### src/rtl/fetch_stage_pkg.sv
// Shared fetch-stage types and constants; ifid_t is also the IF/ID record consumed by decode.
package fetch_stage_pkg;

   localparam logic [31:0] RESET_PC_DEFAULT = 32'h0000_0000;
   localparam logic [31:0] NOP_INSTR        = 32'h0000_0000;
   localparam logic [31:0] PC_INCR          = 32'd4;

   typedef enum logic {
      RUN  = 1'b0,
      HOLD = 1'b1
   } fetch_state_t;

   typedef struct packed {
      logic        valid;
      logic [31:0] pc;
      logic [31:0] pc4;
      logic [31:0] instr;
   } ifid_t;

endpackage

### src/rtl/fetch_stage_if.sv
// Instruction-memory port between the fetch stage (master) and a stateless memory (slave).
interface fetch_stage_if;

   // A beat completes in any cycle where imem_req=1 and imem_ack=1; imem_rdata is
   // meaningful only in that cycle. The slave keeps no state, so imem_addr may
   // change freely while imem_ack=0.
   logic        imem_req;
   logic [31:0] imem_addr;
   logic        imem_ack;
   logic [31:0] imem_rdata;

   modport master (
      output imem_req,
      output imem_addr,
      input  imem_ack,
      input  imem_rdata
   );

   modport slave (
      input  imem_req,
      input  imem_addr,
      output imem_ack,
      output imem_rdata
   );

endinterface

### src/rtl/fetch_stage_yadder.sv
// 32-bit ripple-carry adder shared across the CPU datapath.
module yAdder (
   input  logic [31:0] i_a,
   input  logic [31:0] i_b,
   input  logic        i_cin,
   output logic [31:0] o_sum,
   output logic        o_cout
);

   logic w_c;

   always_comb begin
      o_sum = '0;
      w_c   = i_cin;
      for (int i = 0; i < 32; i++) begin
         o_sum[i] = i_a[i] ^ i_b[i] ^ w_c;
         w_c      = (i_a[i] & i_b[i]) | (w_c & (i_a[i] ^ i_b[i]));
      end
      o_cout = w_c;
   end

endmodule

### src/rtl/fetch_stage.sv
// Instruction-fetch stage: PC register, memory request, one-entry skid buffer and IF/ID register.
module fetch_stage #(
   parameter logic [31:0] RESET_PC  = fetch_stage_pkg::RESET_PC_DEFAULT,
   parameter logic [31:0] NOP_INSTR = fetch_stage_pkg::NOP_INSTR
) (
   input  logic                          clk,
   input  logic                          reset,
   input  logic                          stall_i,
   input  logic                          redirect_i,
   input  logic [31:0]                   redirect_pc_i,
   fetch_stage_if.master                 imem,
   output logic                          ifid_valid_o,
   output logic [31:0]                   ifid_pc_o,
   output logic [31:0]                   ifid_pc4_o,
   output logic [31:0]                   ifid_instr_o,
   output fetch_stage_pkg::fetch_state_t dbg_state_o
);

   import fetch_stage_pkg::*;

   localparam ifid_t IFID_EMPTY = '{valid: 1'b0, pc: 32'h0, pc4: 32'h0, instr: NOP_INSTR};

   fetch_state_t r_state, w_state_next;
   ifid_t        r_ifid, w_ifid_next;
   ifid_t        r_skid, w_skid_next;
   logic [31:0]  r_pc, w_pc_next;
   logic [31:0]  w_pc4;
   logic         w_cout_unused;
   logic         w_unused;
   logic         w_beat;

   yAdder u_pc_adder (
      .i_a    (r_pc),
      .i_b    (PC_INCR),
      .i_cin  (1'b0),
      .o_sum  (w_pc4),
      .o_cout (w_cout_unused)
   );

   // Carry-out is meaningless for PC wrap; redirect targets are word aligned.
   assign w_unused = ^{w_cout_unused, redirect_pc_i[1:0]};

   assign imem.imem_req  = (r_state == RUN);
   assign imem.imem_addr = r_pc;
   assign w_beat         = imem.imem_req & imem.imem_ack;

   always_ff @(posedge clk) begin
      if (reset) begin
         r_state <= RUN;
         r_pc    <= RESET_PC;
         r_ifid  <= IFID_EMPTY;
         r_skid  <= IFID_EMPTY;
      end else begin
         r_state <= w_state_next;
         r_pc    <= w_pc_next;
         r_ifid  <= w_ifid_next;
         r_skid  <= w_skid_next;
      end
   end

   always_comb begin
      w_state_next = r_state;
      w_pc_next    = r_pc;
      w_ifid_next  = r_ifid;
      w_skid_next  = r_skid;

      if (redirect_i) begin
         // Anything acked this cycle belongs to the wrong path and is dropped.
         w_state_next      = RUN;
         w_pc_next         = {redirect_pc_i[31:2], 2'b00};
         w_ifid_next.valid = 1'b0;
         w_ifid_next.instr = NOP_INSTR;
         w_skid_next       = IFID_EMPTY;
      end else begin
         unique case (r_state)
            RUN: begin
               if (w_beat && !stall_i) begin
                  w_ifid_next = '{valid: 1'b1, pc: r_pc, pc4: w_pc4, instr: imem.imem_rdata};
                  w_pc_next   = w_pc4;
               end else if (w_beat && stall_i) begin
                  w_skid_next  = '{valid: 1'b1, pc: r_pc, pc4: w_pc4, instr: imem.imem_rdata};
                  w_pc_next    = w_pc4;
                  w_state_next = HOLD;
               end else if (!stall_i) begin
                  w_ifid_next.valid = 1'b0;
                  w_ifid_next.instr = NOP_INSTR;
               end
            end
            HOLD: begin
               if (!stall_i) begin
                  w_ifid_next  = r_skid;
                  w_skid_next  = IFID_EMPTY;
                  w_state_next = RUN;
               end
            end
            default: w_state_next = RUN;
         endcase
      end
   end

   assign ifid_valid_o = r_ifid.valid;
   assign ifid_pc_o    = r_ifid.pc;
   assign ifid_pc4_o   = r_ifid.pc4;
   assign ifid_instr_o = r_ifid.instr;
   assign dbg_state_o  = r_state;

endmodule

### src/flat_wrapper.sv
// flat-port wrapper written by rule: the top's interface ports become plain ports
module fetch_stage_flat import fetch_stage_pkg::*;
#(
   parameter logic [31:0] RESET_PC  = fetch_stage_pkg::RESET_PC_DEFAULT,
   parameter logic [31:0] NOP_INSTR = fetch_stage_pkg::NOP_INSTR
)
  (clk, reset, stall_i, redirect_i, redirect_pc_i, ifid_valid_o, ifid_pc_o, ifid_pc4_o, ifid_instr_o, dbg_state_o, imem_imem_req, imem_imem_addr, imem_imem_ack, imem_imem_rdata);
  fetch_stage_if imem_i ();
  input  logic clk;
  input  logic reset;
  input  logic stall_i;
  input  logic redirect_i;
  input  logic [31:0] redirect_pc_i;
  output logic ifid_valid_o;
  output logic [31:0] ifid_pc_o;
  output logic [31:0] ifid_pc4_o;
  output logic [31:0] ifid_instr_o;
  output fetch_stage_pkg::fetch_state_t dbg_state_o;
  output wire logic [$bits(imem_i.imem_req)-1:0] imem_imem_req;
  output wire logic [$bits(imem_i.imem_addr)-1:0] imem_imem_addr;
  input wire logic [$bits(imem_i.imem_ack)-1:0] imem_imem_ack;
  input wire logic [$bits(imem_i.imem_rdata)-1:0] imem_imem_rdata;
  assign imem_imem_req = imem_i.imem_req;
  assign imem_imem_addr = imem_i.imem_addr;
  assign imem_i.imem_ack = imem_imem_ack;
  assign imem_i.imem_rdata = imem_imem_rdata;
  fetch_stage #(.RESET_PC(RESET_PC), .NOP_INSTR(NOP_INSTR)) u_core (.clk(clk), .reset(reset), .stall_i(stall_i), .redirect_i(redirect_i), .redirect_pc_i(redirect_pc_i), .imem(imem_i), .ifid_valid_o(ifid_valid_o), .ifid_pc_o(ifid_pc_o), .ifid_pc4_o(ifid_pc4_o), .ifid_instr_o(ifid_instr_o), .dbg_state_o(dbg_state_o));
endmodule
### config.mk
export PLATFORM = sky130hd
export DESIGN_NAME = fetch_stage_flat
export DESIGN_NICKNAME = d
export VERILOG_FILES = /design/src/rtl/fetch_stage_pkg.sv /design/src/rtl/fetch_stage_if.sv /design/src/rtl/fetch_stage_yadder.sv /design/src/rtl/fetch_stage.sv /design/src/flat_wrapper.sv
export SDC_FILE = /design/constraint.sdc
export NUM_CORES = 1
export LEC_CHECK = 0
export CORE_MARGIN = 8
export CORE_UTILIZATION = 52
export CTS_BUF_LIST = sky130_fd_sc_hd__clkbuf_8
export CTS_CLUSTER_SIZE = 28
export DETAILED_ROUTE_END_ITERATION = 8
export GPL_TIMING_DRIVEN = 0
export PLACE_DENSITY_LB_ADDON = 0.25
export REMOVE_ABC_BUFFERS = 1
export SKIP_LAST_GASP = 1
export SYNTH_ARGS = -nofsm -noshare
export SYNTH_HDL_FRONTEND = slang
export SYNTH_SLANG_ARGS = --single-unit
### constraint.sdc
create_clock -name clk -period 6.7 [get_ports clk]
set_input_delay 1.34 -clock clk [delete_from_list [all_inputs] [get_ports clk]]
set_output_delay 1.34 -clock clk [all_outputs]
set_load 0.02 [all_outputs]
Yosys cells after proc, flatten, opt, wreduce, memory -nomap -nowiden
Index checks and enable logic that the tools add are counted.
Operators by class
  equal/unequal tests: 7
  muxes and demuxes: 21
  bitwise operators: 61
  reduce and logical (&&, ||, !) cells: 9
Operator list (count)
  $mux W97: 4
  $pmux W97 S2: 2
  $mux W32: 7
  $mux W64: 1
  $and A1 B1 Y1: 29
  $xor A1 B1 Y1: 29
  $ne A2 B2 Y1 const B: 5
  $reduce_and A3 Y1: 3
  $mux W1: 6
  $ne A3 B3 Y1 const B: 2
  $not A1 Y1: 3
  $reduce_bool A3 Y1: 1
  $logic_and A1 B1 Y1: 2
  $pmux W1 S2: 1
  $reduce_and A2 Y1: 1
  $reduce_or A2 Y1: 1
  $logic_not A1 Y1: 1
Word-level totals
  flip-flop bits (word level): 225
  input port bits: 69
  output and inout bits: 131

Depth between registers and ports, before layout
Gate-level depths: netlist of the first run.
  word-level depth: 33
  gate-level depth with buffers: 31

By module
Synthesis of the first run repeated with hierarchy kept, for this count alone.
Unflattened totals
  cell total of the unflattened synthesis: 1037
  area total of the unflattened synthesis: 10054.6 µm²
By module, submodules not included
  fetch_stage: instances 1, cells each 995, area each 9376.5 µm², sequential area each 4544.4 µm²
  yAdder: instances 1, cells each 42, area each 678.2 µm², sequential area each 0.0 µm²

Worst setup path before layout of the first run
No wires, ideal clock.
  path type: register to register
  start: register u_core.r_pc[2] (netlist: u_core.imem.imem_addr[2])
  end: register u_core.r_pc[31] (netlist: u_core.imem.imem_addr[31])
  setup time: 114 ps
  arrival: 5731 ps
  setup slack: 854 ps
  stages on the path, launching flop included: 31
  buffers on the path: 0
  period minus slack after synthesis: 5846 ps
  path through: dfxtp_1 ha_1 ha_1 ha_1 ha_1 ha_1 ha_1 ha_1 ha_1 ha_1 ha_1 ha_1 ha_1 ha_1 ha_1 ha_1 ha_1 ha_1 ha_1 ha_1 ha_1 ha_1 ha_1 ha_1 ha_1 ha_1 ha_1 ha_1 ha_1 and4_1 a2111oi_0
On the way
  longest elaborated chain between the ends: 33
Ends and longest elaborated chain
  from (decl): RTL line fetch_stage.sv:26  | logic [31:0] r_pc, w_pc_next;
  from (signal assigned): RTL line fetch_stage.sv:55  | r_pc <= w_pc_next;
  $and A1 B1 Y1 * (28 in a row): RTL line fetch_stage_yadder.sv:17  | w_c = (i_a[i] & i_b[i]) | (w_c & (i_a[i] ^ i_b[i]));
  $xor A1 B1 Y1 *: RTL line fetch_stage_yadder.sv:16  | o_sum[i] = i_a[i] ^ i_b[i] ^ w_c;
  $mux W32: RTL line fetch_stage.sv:80  | end else if (w_beat && stall_i) begin
  $mux W32 *: RTL line fetch_stage.sv:77  | if (w_beat && !stall_i) begin
  $mux W32 *: RTL line fetch_stage.sv:75  | unique case (r_state)
  $mux W32 *: RTL line fetch_stage.sv:67  | if (redirect_i) begin
Mark *: on every way between the ends. The rest lies on a longest branch, timed or not. The select of a mux whose other input is x is not followed.
A chain may end at the register's enable or synchronous reset.

Worst setup path in the final report of the first run
  start: register u_core.r_pc[3] (netlist: u_core.imem.imem_addr[3])
  end: register u_core.r_ifid (netlist bit u_core.ifid_pc4_o[31])
On the way
  longest elaborated chain between the ends: 31
Ends and longest elaborated chain
  $and A1 B1 Y1 (28 in a row): RTL line fetch_stage_yadder.sv:17
  $xor A1 B1 Y1: RTL line fetch_stage_yadder.sv:16
  $mux W64: RTL line fetch_stage.sv:77
  $pmux W97 S2: RTL line fetch_stage.sv:75
  to (signal assigned): RTL line fetch_stage.sv:56  | r_ifid <= w_ifid_next;
  to (decl): RTL line fetch_stage.sv:24  | ifid_t r_ifid, w_ifid_next;
Every way passes these cells. The select of a mux whose other input is x is not followed.

==> flow_summary.toml, run 1 <==
[run_status]
status = "complete, no violations"

[finish]
area_delta_synth_final_pct = 30.39
num-fill-cells = 1382
fin_nets = 1225
fin_util_pct = 68.98
num_antenna_cells = 0
drive_above_1_share_pct = 7.199

[worst_setup_path]
criticalPathCategory = "register to register"
crit_start = "u_core.imem.imem_addr[3]$_SDFFE_PP0P_"
cp_slowest_cell = "dfxtp_1"
reg2reg_setup_slack_ns = 0.34
crit_arrival_ns = 6.80
cp.required_ns = 7.14
critical_path.max_fanout = 5
cp-endpoint = "u_core.ifid_pc4_o[31]$_SDFFE_PP0P_"
crit_cells = 31
crit_buf_inv = 0
rr_worst_depth = 31
cp_common_cell = "ha_1"
cp-start-kind = "register"
timing.rr.end = "u_core.ifid_pc4_o[31]$_SDFFE_PP0P_"
cp_top_family = "adder cells"
slowest_delay_ns = 0.38
cp-end-kind = "register"
reg2reg_from = "u_core.imem.imem_addr[3]$_SDFFE_PP0P_"

[yosys]
synth_compound_area_share_pct = 21.00
avgSynthCellArea_um2 = 9.207
synth_xor_area_share_pct = 0.1928
synth_adder_area_share_pct = 3.855
synth_seq_cells = 217
muxShareOfSynthArea_pct = 6.278
seq_area_frac_synth_pct = 47.80
synth_flop_cell = "dfxtp_1"
synthArstFlopShare_pct = 0
ys_types = 34
synth_cells = 987
synth_edf_count = 0
yosys_warnings = 0
synth_area_um2 = 9087
synth_top_family_by_area = "compound AO/OA/AOI/OAI gates"
synthSimpleGateAreaFrac_pct = 14.91

[drt]
drt-initial-drc-count = 420
viasPerCell = 5.816
detail_route.wl_per_cell_um = 18.74
wl_mm = 25.82
drc = 0
ant_nets = 0
drtPass1Iterations = 5
vias = 8014

[floorplanning]
fp.dieH_um = 148.2
start_util_pct = 52.91
dieArea_um2 = 21960
io_pins = 200
rows = 48
core_um2 = 17180
die_x_um = 148.2

[sta]
final_hold_viol_count = 0
timing.final.crit_share_pct = 94.96
fmax_mhz = 157.2
worst_hold_slack_ns = 0.4643
timing.setup.tns_ns = 0
skew_ns = 0.02924
relSlewSlack_pct = 6.965
rsz0062_at_grt = "false"
tightestPinTransition_ns = 1.396
setup_ws_ns = 0.3374
drv_slew = 0
finalCriticalPeriod_ns = 6.363
setup-violations-final = 0

[hold_path]
min_path_type = "register to register"
hold_path_depth = 2

[global_routing]
grt_usage_pct = 22.47
antenna_found_initial = 0
grt_max_degree = 74
gr-total-overflow = 0
grt_pass1_wl_mm = 40.94
grt_pass1_vias = 7789

[cts]
post-cts-setup-buffer-count = 0
cts-root-buf = "clkbuf_8"
cts_buffers = 36
htreeDepth = 2
clock_latency_ns = 0.53
cts.sinks = 217
path_clk_slew_ns = 0.06
clk_path_buf_depth = 3
cts_tree = "done"

[pwr]
internal_power_mw = 2.190
pwr-share-seq_pct = 46.4
total_power_mw = 2.980
leakage_nw = 4.159
p_switching_mw = 0.7903
ir_drop_mv = 0.1751
power_density_nw_per_um2 = 251.5
switching_share_pct = 26.52
combPwrFrac_pct = 14.1
power_frac_clock_pct = 39.5

[place]
port_buffers = 191
pre_cts_slack_ns = 0.2986
dp_hpwl_mm = 16.02
gpl.final_weighted_congestion = 0.7365

[run]
max_cap_viol_count = 0
-- metrics by stage --
step	area [um2]	std cells
global route	11850	1378
detailed placement	11100	1315
floorplan	8579	885
CTS	11840	1378
finish	11850	1378
global placement	10770	1301
-- routing by layer --
metal | up-vias | share of wire (%) | track usage (%)
met2 | 254 | 47 | 36.71
li1 | 3867 | - | -
met4 | 0 | 1.7 | 6.017
met5 | - | 0 | 0
met3 | 39 | 8.9 | 7.627
met1 | 3854 | 43 | 27.75
-- sequential cells by signal, summed over array words and instances (netlist names) --
register	cells
u_core.ifid_pc_o	30
u_core.ifid_instr_o	32
u_core.r_skid	93
u_core.imem.imem_addr	30
u_core.ifid_pc4_o	30
u_core.dbg_state_o	1
u_core.ifid_valid_o	1
-- cells in the final DEF (no fill, tap or decap), types with 6 or more instances in the layout --
master	netlist	final
dfxtp_1	217	216
clkdlybuf4s50_1	0	189
a21oi_1	120	120
nand2_1	118	118
nand3_1	61	61
a211oi_1	60	60
mux2i_1	57	57
clkbuf_8	0	50
nor2b_1	34	33
nor3_1	33	33
nor2_1	34	32
a221oi_1	32	32
a22o_1	32	32
a311oi_1	29	29
ha_1	28	28
inv_1	3	11
conb_1	1	6
buf_12	0	6
-- synthesized netlist by cell type (2+ instances only) --
library cell	number	share of area, %
a21oi_1	120	6.6
nand2_1	118	4.9
a221oi_1	32	3.1
a311oi_1	29	2.8
nor2_1	34	1.4
nand2b_1	4	0.28
ha_1	28	3.9
nand3_1	61	3.4
buf_4	12	0.99
a211oi_1	60	5.0
mux2i_1	57	6.3
nor2b_1	34	2.3
a22o_1	32	3.1
buf_2	40	2.2
o21ai_0	2	0.11
dfxtp_1	217	48
buf_1	8	0.33
or2_2	2	0.14
buf_6	4	0.50
nand3b_1	2	0.17
inv_1	3	0.12
nor3_1	33	1.8
o2111ai_1	2	0.19
clkbuf_1	43	1.8
-- cell families after synthesis --
| logic type | Yosys count |
|---|---|
| other cells | 1 |
| compound gates | 279 |
| xor+xnor | 2 |
| buf+inv | 110 |
| simple gates | 293 |
| fa+ha+maj | 28 |
| mux | 57 |
| flops | 217 |
-- power groups by stage --
stage / registers [mW] / clock network (mW) / logic (mW)
6_report: 1.38 / 1.18 / 0.419
3_5_place_dp: 1.41 / 0 / 0.419
4_1_cts: 1.38 / 1.20 / 0.420
5_1_grt: 1.39 / 1.26 / 0.451
2_1_floorplan: 1.46 / 0 / 0.158
3_3_place_gp: 1.41 / 0 / 0.400
-- final cells by class --
class                           count  area, um2  area share (%)
Sequential cell                   217       4348           36.69
Multi-Input combinational cell    665       4259           35.94
Timing Repair Buffer              205       2207           18.63
Clock buffer                       50      688.2           5.808
Tap cell                          225      281.5           2.376
Clock inverter                     13      53.80          0.4541
Inverter                            3      11.26         0.09504
-- what timing repair did --
item,in CTS,in global routing
hold buffers,0,0
resized for setup,0,2
setup endpoints to repair,0,1
-- how the worst min path moves through the flow --
stage | startpoint | slack (ns) | to
2_1_floorplan | u_core.r_skid[0]$_SDFFE_PP0P_ | 0.44 | u_core.r_skid[0]$_SDFFE_PP0P_
3_3_place_gp | u_core.r_skid[63]$_SDFFE_PP0P_ | 0.45 | u_core.r_skid[63]$_SDFFE_PP0P_
3_5_place_dp | u_core.r_skid[25]$_SDFFE_PP0P_ | 0.45 | u_core.r_skid[25]$_SDFFE_PP0P_
4_1_cts | u_core.r_skid[88]$_SDFFE_PP0P_ | 0.47 | u_core.r_skid[88]$_SDFFE_PP0P_
5_1_grt | u_core.r_skid[55]$_SDFFE_PP0P_ | 0.48 | u_core.r_skid[55]$_SDFFE_PP0P_
6_report | u_core.r_skid[56]$_SDFFE_PP0P_ | 0.46 | u_core.r_skid[56]$_SDFFE_PP0P_
-- tightest hold or removal path: cells and delay by family, from the launching register on --
| kind | cells | cell delay [ns] |
|---|---|---|
| DFF | 1 | 0.30 |
| AOI/OAI and AO/OA | 1 | 0.05 |
| and+or+nand+nor | 1 | 0.06 |
Note: power is estimated with default switching activity, not from simulation.
==> inputs of run 2 (changes only) <==
GPL_ROUTABILITY_DRIVEN = 0   (was not set)
==> results of run 2 <==
The final DEF is identical to that of run 1; final timing and power are the same.
